File: src/rtl/bus_arbiter4_if.sv
// bus_arbiter4_if: bundles the four requester inputs, the downstream handshake and the grant outputs.
// Latency: none (wires only).
// Backpressure: carries out_ready from the consumer; the arbiter side decides stalls.
// Ports/signals: req[3:0], data_in0..3, out_ready (into arbiter); grant, sel, out_data, out_valid (out of arbiter).
// slave modport is the arbiter's view, master modport is the requester/consumer view.
interface bus_arbiter4_if #(
    parameter int BUS_WIDTH = 8
);
    logic [3:0]           req;
    logic [BUS_WIDTH-1:0] data_in0;
    logic [BUS_WIDTH-1:0] data_in1;
    logic [BUS_WIDTH-1:0] data_in2;
    logic [BUS_WIDTH-1:0] data_in3;
    logic                 out_ready;
    logic [3:0]           grant;
    logic [1:0]           sel;
    logic [BUS_WIDTH-1:0] out_data;
    logic                 out_valid;

    modport slave (
        input  req, data_in0, data_in1, data_in2, data_in3, out_ready,
        output grant, sel, out_data, out_valid
    );

    modport master (
        output req, data_in0, data_in1, data_in2, data_in3, out_ready,
        input  grant, sel, out_data, out_valid
    );
endinterface

File: src/rtl/bus_arbiter4.sv
// bus_arbiter4: round-robin arbiter sharing one BUS_WIDTH datapath between four requesters via a mux4.
// Latency: grant/sel registered one cycle after req while idle; out_data/out_valid combinational from sel.
// Backpressure: out_ready low stalls the owner (grant and beat count hold); release on req drop or MAX_HOLD beats.
// Ports: clk, reset (sync, active high); bus.slave carries req/data_in0..3/out_ready in and
//        grant/sel/out_data/out_valid out. Exactly one idle cycle separates consecutive grants.

// Plain 4:1 multiplexer, purely combinational.
module mux4 #(
    parameter int W = 8
) (
    input  logic [1:0]   sel_i,
    input  logic [W-1:0] d0_i,
    input  logic [W-1:0] d1_i,
    input  logic [W-1:0] d2_i,
    input  logic [W-1:0] d3_i,
    output logic [W-1:0] y_o
);
    always_comb begin
        case (sel_i)
            2'd0:    y_o = d0_i;
            2'd1:    y_o = d1_i;
            2'd2:    y_o = d2_i;
            default: y_o = d3_i;
        endcase
    end
endmodule

module bus_arbiter4 #(
    parameter int BUS_WIDTH = 8,
    parameter int MAX_HOLD  = 4
) (
    input  logic              clk,
    input  logic              reset,
    bus_arbiter4_if.slave     bus
);
    localparam logic [0:0] IDLE  = 1'b0;
    localparam logic [0:0] OWNED = 1'b1;
    localparam logic [3:0] HOLD  = 4'(MAX_HOLD);

    logic [0:0] state_q, state_d;
    logic [3:0] grant_q, grant_d;
    logic [1:0] sel_q,   sel_d;
    logic [1:0] last_q,  last_d;
    logic [3:0] beats_q, beats_d;

    logic [1:0] winner;
    logic [1:0] idx;
    logic       found;
    logic       owner_req;
    logic       valid;
    logic       xfer;
    logic       rel;

    // Rotating priority: scan last+1, last+2, last+3, last; first set bit wins.
    always_comb begin
        winner = last_q;
        idx    = last_q;
        found  = 1'b0;
        for (int k = 1; k <= 4; k++) begin
            idx = last_q + 2'(k);
            if (!found && bus.req[idx]) begin
                winner = idx;
                found  = 1'b1;
            end
        end
    end

    assign owner_req = bus.req[sel_q];
    assign valid     = (state_q == OWNED) && owner_req;
    assign xfer      = valid && bus.out_ready;
    // Either the owner withdrew, or this transfer is its last permitted beat.
    assign rel       = !owner_req || (xfer && ((beats_q + 4'd1) == HOLD));

    always_comb begin
        state_d = state_q;
        grant_d = grant_q;
        sel_d   = sel_q;
        last_d  = last_q;
        beats_d = beats_q;
        case (state_q)
            IDLE: begin
                if (|bus.req) begin
                    state_d = OWNED;
                    grant_d = 4'b0001 << winner;
                    sel_d   = winner;
                    last_d  = winner;
                    beats_d = 4'd0;
                end
            end
            default: begin
                if (rel) begin
                    // sel and last keep the released owner; the next grant rotates from it.
                    state_d = IDLE;
                    grant_d = 4'b0000;
                end else if (xfer) begin
                    beats_d = beats_q + 4'd1;
                end
            end
        endcase
    end

    always_ff @(posedge clk) begin
        if (reset) begin
            state_q <= IDLE;
            grant_q <= 4'b0000;
            sel_q   <= 2'd0;
            last_q  <= 2'd3;
            beats_q <= 4'd0;
        end else begin
            state_q <= state_d;
            grant_q <= grant_d;
            sel_q   <= sel_d;
            last_q  <= last_d;
            beats_q <= beats_d;
        end
    end

    assign bus.grant     = grant_q;
    assign bus.sel       = sel_q;
    assign bus.out_valid = valid;

    mux4 #(.W(BUS_WIDTH)) u_mux (
        .sel_i (sel_q),
        .d0_i  (bus.data_in0),
        .d1_i  (bus.data_in1),
        .d2_i  (bus.data_in2),
        .d3_i  (bus.data_in3),
        .y_o   (bus.out_data)
    );
endmodule

File: src/flat_wrapper.sv
// flat-port wrapper written by rule: the top's interface ports become plain ports
module bus_arbiter4_flat 
#(
    parameter int BUS_WIDTH = 8,
    parameter int MAX_HOLD  = 4
)
  (clk, reset, bus_req, bus_data_in0, bus_data_in1, bus_data_in2, bus_data_in3, bus_out_ready, bus_grant, bus_sel, bus_out_data, bus_out_valid);
  bus_arbiter4_if #(.BUS_WIDTH(BUS_WIDTH)) bus_i ();
  input  logic clk;
  input  logic reset;
  input wire logic [$bits(bus_i.req)-1:0] bus_req;
  input wire logic [$bits(bus_i.data_in0)-1:0] bus_data_in0;
  input wire logic [$bits(bus_i.data_in1)-1:0] bus_data_in1;
  input wire logic [$bits(bus_i.data_in2)-1:0] bus_data_in2;
  input wire logic [$bits(bus_i.data_in3)-1:0] bus_data_in3;
  input wire logic [$bits(bus_i.out_ready)-1:0] bus_out_ready;
  output wire logic [$bits(bus_i.grant)-1:0] bus_grant;
  output wire logic [$bits(bus_i.sel)-1:0] bus_sel;
  output wire logic [$bits(bus_i.out_data)-1:0] bus_out_data;
  output wire logic [$bits(bus_i.out_valid)-1:0] bus_out_valid;
  assign bus_i.req = bus_req;
  assign bus_i.data_in0 = bus_data_in0;
  assign bus_i.data_in1 = bus_data_in1;
  assign bus_i.data_in2 = bus_data_in2;
  assign bus_i.data_in3 = bus_data_in3;
  assign bus_i.out_ready = bus_out_ready;
  assign bus_grant = bus_i.grant;
  assign bus_sel = bus_i.sel;
  assign bus_out_data = bus_i.out_data;
  assign bus_out_valid = bus_i.out_valid;
  bus_arbiter4 #(.BUS_WIDTH(BUS_WIDTH), .MAX_HOLD(MAX_HOLD)) u_core (.clk(clk), .reset(reset), .bus(bus_i));
endmodule
File: config.mk
export PLATFORM = sky130hd
export DESIGN_NAME = bus_arbiter4_flat
export DESIGN_NICKNAME = d
export VERILOG_FILES = /design/src/rtl/bus_arbiter4_if.sv /design/src/rtl/bus_arbiter4.sv /design/src/flat_wrapper.sv
export SDC_FILE = /design/constraint.sdc
export NUM_CORES = 1
export LEC_CHECK = 0
export ABC_CLOCK_PERIOD_IN_PS = 2250
export CORE_ASPECT_RATIO = 1.25
export CORE_MARGIN = 4
export CORE_UTILIZATION = 39
export DETAILED_ROUTE_END_ITERATION = 12
export GPL_ROUTABILITY_DRIVEN = 0
export PLACE_DENSITY = 0.87
export SKIP_LAST_GASP = 1
export SYNTH_ARGS = -nofsm -noshare
export SYNTH_HDL_FRONTEND = slang
export SYNTH_SLANG_ARGS = --single-unit
File: constraint.sdc
create_clock -name clk -period 2.25 [get_ports clk]
set_clock_uncertainty 0.1 [all_clocks]
set_input_delay 0.45 -clock clk [delete_from_list [all_inputs] [get_ports clk]]
set_output_delay 0.45 -clock clk [all_outputs]
set_load 0.01 [all_outputs]
[Word-level counts from Yosys, hierarchy flattened]
Cells that the tools add are included.
Storage, ports and cells
  output and inout bits: 15
  logic and storage cells: 67
  register bits after elaboration: 13
Cells by class
  $lt $le $gt $ge: 5
  shift operators: 1
  bitwise logic cells: 1
  add/subtract/negate cells: 4
  muxes and demuxes: 28
  reduce and logical (&&, ||, !) cells: 17
  eq/ne operators: 6
Operators with widths (number)
  two-way mux 4 bit: 7
  case mux 8 bit (3 select lines): 1
  < comparator 2 x 3 -> 1 bit, second input constant: 5
  two-way mux 1 bit: 11
  binary-select mux 1 bit (select 2 bit): 5
  two-way mux 2 bit: 4
  logical AND 1 bit: 6
  != test 2 bit, second input constant: 3
  adder 2 bit, second input constant: 2
  adder 4 x 1 -> 4 bit, second input constant: 1
  == test 4 x 3 -> 1 bit, second input constant: 1
  zero test 1 bit: 4
  AND reduction 2 bit: 2
  OR reduction 4 bit: 1
  << shifter 1 x 2 -> 4 bit, first input constant: 1
  AND reduction 3 bit: 1
  adder 2 x 1 -> 2 bit, second input constant: 1
  == test 2 x 1 -> 1 bit, second input constant: 1
  == test 2 bit, second input constant: 1
  zero test 2 bit: 1
  nonzero test 2 bit: 1
  logical OR 1 bit: 1
  NOT 1 bit: 1

[Longest topological paths before layout]
  word-level depth: 16
  mapped depth: 5

[By module]
Synthesis repeated with hierarchy kept, for this count alone.
Unflattened totals
  cells, all modules: 85
  area total of the unflattened synthesis: 845.8 um2
By module, submodules not included
  bus_arbiter4: instances 1, cells each 75, seq. area each 260.2 um2, area each 649.4 um2
  mux4: instances 1, cells each 10, seq. area each 0.0 um2, area each 196.4 um2

[Least setup slack after synthesis]
Ideal clock, no wire load.
  path type: register to output
  from: register u_core.sel_q[0], in the netlist u_core.bus.sel[0]
  to: output port bus_out_data[0]
  stages on the path, launching flop included: 3
  arrival time: 1248 ps
  data required time: 1700 ps
  setup slack: 452 ps
  buffers on the path: 1
  cells stage by stage: dfxtp_1 > buf_2 > mux4_2
On the way
  word-level cells in the longest chain between the ends: 2
Ends and longest elaborated chain
  start, declared: RTL line bus_arbiter4.sv:42  | logic [1:0] sel_q, sel_d;
  start signal, assigned: RTL line bus_arbiter4.sv:112  | sel_q <= sel_d;
  == test 2 bit (tied with other cells): RTL line bus_arbiter4.sv:19  | case (sel_i)
  case mux 8 bit (3 select lines) (*): RTL line bus_arbiter4.sv:19
  end, declared: RTL line flat_wrapper.sv:19  | output wire logic [$bits(bus_i.out_data)-1:0] bus_out_data;
Mark *: on every way between the ends. The rest lies on a longest branch, timed or not.

[Final worst setup path]
  from: input port bus_req[0]
  to: output port bus_out_valid
On the way
  word-level cells in the longest chain between the ends: 3
Ends and longest elaborated chain
  start, declared: RTL line flat_wrapper.sv:11  | input wire logic [$bits(bus_i.req)-1:0] bus_req;
  binary-select mux 1 bit (select 2 bit): RTL line bus_arbiter4.sv:68  | assign owner_req = bus.req[sel_q];
  two-way mux 1 bit (not written as such): RTL line bus_arbiter4.sv:68
  logical AND 1 bit: RTL line bus_arbiter4.sv:69  | assign valid = (state_q == OWNED) && owner_req;
  end, declared: RTL line flat_wrapper.sv:20  | output wire logic [$bits(bus_i.out_valid)-1:0] bus_out_valid;
Every way passes these cells. The select of a mux whose other input is x is not followed.

==> summary.md <==
| Metric | Value |
|---|---|
| Met2 wire len | around 1400 um |
| Layout Cells excl Fill | about 190 |
| CP arrival | ~1.7 ns |
| Critical path launch point type | primary input |
| Seq cells post-synth | 13 |
| Min-Delay Path Class | flop to flop |
| Worst Path Required | 1.70 ns |
| Fillcell total | between 150 and 200 |
| Layout cell share with drive strength beyond 1 | 18.2% |
| Drt pass-1 iters | 4 |
| Top Metal Used | met4 |
| Clk root buf | clkbuf_4 |
| Leakage | slightly below 0.0006 uW |
| R2r worst-path depth | 6 |
| Total Routing Usage GR | between 20% and 30% |
| Relative slew margins | 74.3% |
| WL/cell | 15.7 um |
| Hold Violations, Final | 0 |
| HP Start | u_core.bus.grant[2]$_SDFFE_PP0P_ |
| I/O Pins | 54 |
| CORE AREA | 2190 sq um |
| # diodes | 0 |
| Initial antenna violation count | 0 |
| Vias in the first global route | a little over 1000 |
| Largest net degree at the start of global routing | 11 |
| Internal power | 530 uW |
| Initial Util | around 40% |
| Detail Route Antenna Nets | 0 |
| Psw | 231 uW |
| Clk_lat worst skew | 0.29 ns |
| Detailed-route wire length | 2910 um |
| Vias | 1032 |
| Synthesized net count | 130 |
| Worst Path Max Fanout | 2 |
| Post-Place Cells | 181 |
| Synth-to-Final Area Change | 74.4% |
| Reg2Reg Launch Point | u_core.bus.sel[0]$_SDFFE_PP0P_ |
| Worst-path clk slew | 0.07 ns |
| R2R setup slack | 0.51 ns |
| Die Ht | 61.2 um |
| Initial DRC Count | 25 |
| Net Sw Frac | 30.4% |
| Worst Tran Pin Value | 0.383 ns |
| Fin Hold WS | 0.365 ns |
| Wl on met1 | around 1200 um |
| Hold buffers post-CTS | 0 |
| Final Util | 70.4% |
| Peak VDD IR | 480 uV |
| Final Cycle Share | 97.8% |
| RSZ-0062 raised after global routing | false |
| Max H-tree Level | 1 |
| Tmin final | 2.20 ns |
| Count of different cell masters after synthesis | 37 |
| DPL Wire Length | 2380 um |
| Worst r2r dst | u_core.beats_q[2]$_SDFFE_PP0P_ |
| Port Buffers | 53 |
| Top achievable clock speed | 0.455 GHz |
| Hold Path Sink | u_core.bus.grant[2]$_SDFFE_PP0P_ |
| Fin nets | 195 |
| Synth Area per Inst | 9.81 sq um |
| CTS Sinks | 13 |
| Via-to-Cell Ratio | 5.58 |
| Final setup violation count | 0 |
| Status | complete, no violations |
| Final Slew Violations | 0 |
| First-pass GRT wire length | 4810 um |
| Clk buf depth | 2 |
| Seq pwr share | between 30% and 40% |
| Max cap viols | 0 |
| WHS Path Cells | 2 |
| CTS tree | built |
| DRC errors left | 0 |
| Cell count after synthesis | 90 |
| Critical path type | primary input to output pin |
| YS warnings | 0 |
| DR WL met3 | 296 um |
| Pwr Total | 761 uW |
| Comb pwr share | 45.2% |
| Num CTS Buffers | 3 |
| Std-Cell Rows | 19 |
| Worst setup EP type | output pin |
| Power per cell area | 494 nW/um^2 |
| Sequential share of the synthesized area | 29.5% |
| GR Overflow Total | 0 |
| Die width | 50.6 um |
| Post-Syn Area | ~880 sq um |
| Setup tns final | 0 ns |
| Clock Power Share | 19.6% |
| Die area | 3100 sq um |
## synth_stat cells, drive strengths merged
master   instances  share of area (%)
or2              1               0.71
o21bai           1               0.85
or3              1               0.71
nor2             8                3.4
o32ai            2                2.0
ha               1                1.4
clkbuf           1               0.42
nor4             1               0.71
nor2b            4                2.8
o22ai            1               0.71
buf              4                2.3
o21ai            6                3.4
a21oi            3                1.7
nand3b           1               0.85
dfxtp           13                 29
mux4             9                 23
nand3            4                2.8
nand2            6                2.5
a32oi            1               0.99
a211oi           1               0.85
o21a             1               0.85
nand4bb          1                1.3
mux2             2                2.5
or4              1               0.85
o31a             1               0.99
a21o             1               0.85
and2             1               0.71
xor2             1               0.99
inv              3                1.3
a32o             2                2.3
o211a            1                1.1
o2111ai          1               0.99
o31ai            1               0.85
nand2b           1               0.71
nand4            3                2.1
## critical path, cell delays in order
cell,delay [ns]
clkdlybuf4s50_1,0.43
mux4_2,0.47
and2_1,0.17
clkbuf_2,0.12
## state kept, by name (all words and copies together), names as in the netlist
| register | cells |
|---|---|
| u_core.bus.sel | 2 |
| u_core.bus.grant | 4 |
| u_core.last_q | 2 |
| u_core.state_q | 1 |
| u_core.beats_q | 4 |
## stage by stage
stage	setup WS [ns]	instance area (sq um)
finish	0.0498	1540
global route	0.0275	1540
CTS	-0.110	1540
detailed placement	-0.399	1530
global placement	-0.387	1530
floorplan	0.452	883
## layer usage
metal,GRT usage [%],vias up
met5,0,-
met4,10.4,0
met3,5.08,7
met2,36.8,67
met1,23.2,478
li1,-,480
## cell usage in the layout, fill, tap and decap left out, drive strengths merged, types with 2 or more instances in the layout
cell and count:
a21oi 3, a32o 2, buf 12, clkbuf 5, clkdlybuf4s50 42, dfxtp 13, dlygate4sd2 10, inv 3
mux2 2, mux4 9, nand2 6, nand3 4, nand4 3, nor2 8, nor2b 4, o21ai 6
o32ai 2
## area by class of cell
class                      count  area, sq um  area share (%)
inverter                       3         11.3           0.731
sequential                    13          260            16.9
multi-input combinational     69          588            38.2
tap                           31         38.8            2.52
clock buffer                   4         26.3            1.71
timing repair buffer          65          616            40.0
## how the worst max path moves through the flow
| stage | startpoint | end | slack, ns | cells after the start |
|---|---|---|---|---|
| after detailed placement | bus_req[3] | bus_out_valid | -0.40 | 4 |
| after global placement | bus_req[3] | bus_out_valid | -0.39 | 4 |
| after CTS | bus_req[0] | bus_out_valid | -0.11 | 4 |
| after floorplan | u_core.bus.sel[0]$_SDFFE_PP0P_ | bus_out_data[0] | 0.45 | 2 |
| final | bus_req[0] | bus_out_valid | 0.05 | 4 |
| after global routing | bus_req[0] | bus_out_valid | 0.03 | 4 |
## repair_timing
action                                  4_1_cts  5_1_grt
hold endpoints to repair                      0        0
buffers inserted                              0        0
endpoints found under the setup margin        9        1
gates resized for setup                      11        2
## power by group through the flow
| stage | clock network (uW) | logic, uW | registers (uW) |
|---|---|---|---|
| after floorplan | 0 | 163 | 273 |
| after global placement | 0 | 359 | 271 |
| after detailed placement | 0 | 367 | 273 |
| after CTS | 153 | 347 | 268 |
| after global routing | 164 | 371 | 271 |
| final | 149 | 344 | 268 |
## cell families after synthesis
kind of cell	share of synthesized area, %
XOR/XNOR	0.992
buffers and inverters	3.97
adder cells (fa/ha/maj)	1.42
flip-flops	29.5
AND/OR/NAND/NOR	20.3
multiplexers	25.5
AO/OA/AOI/OAI	18.4
Power figures use the tool's default switching activity.
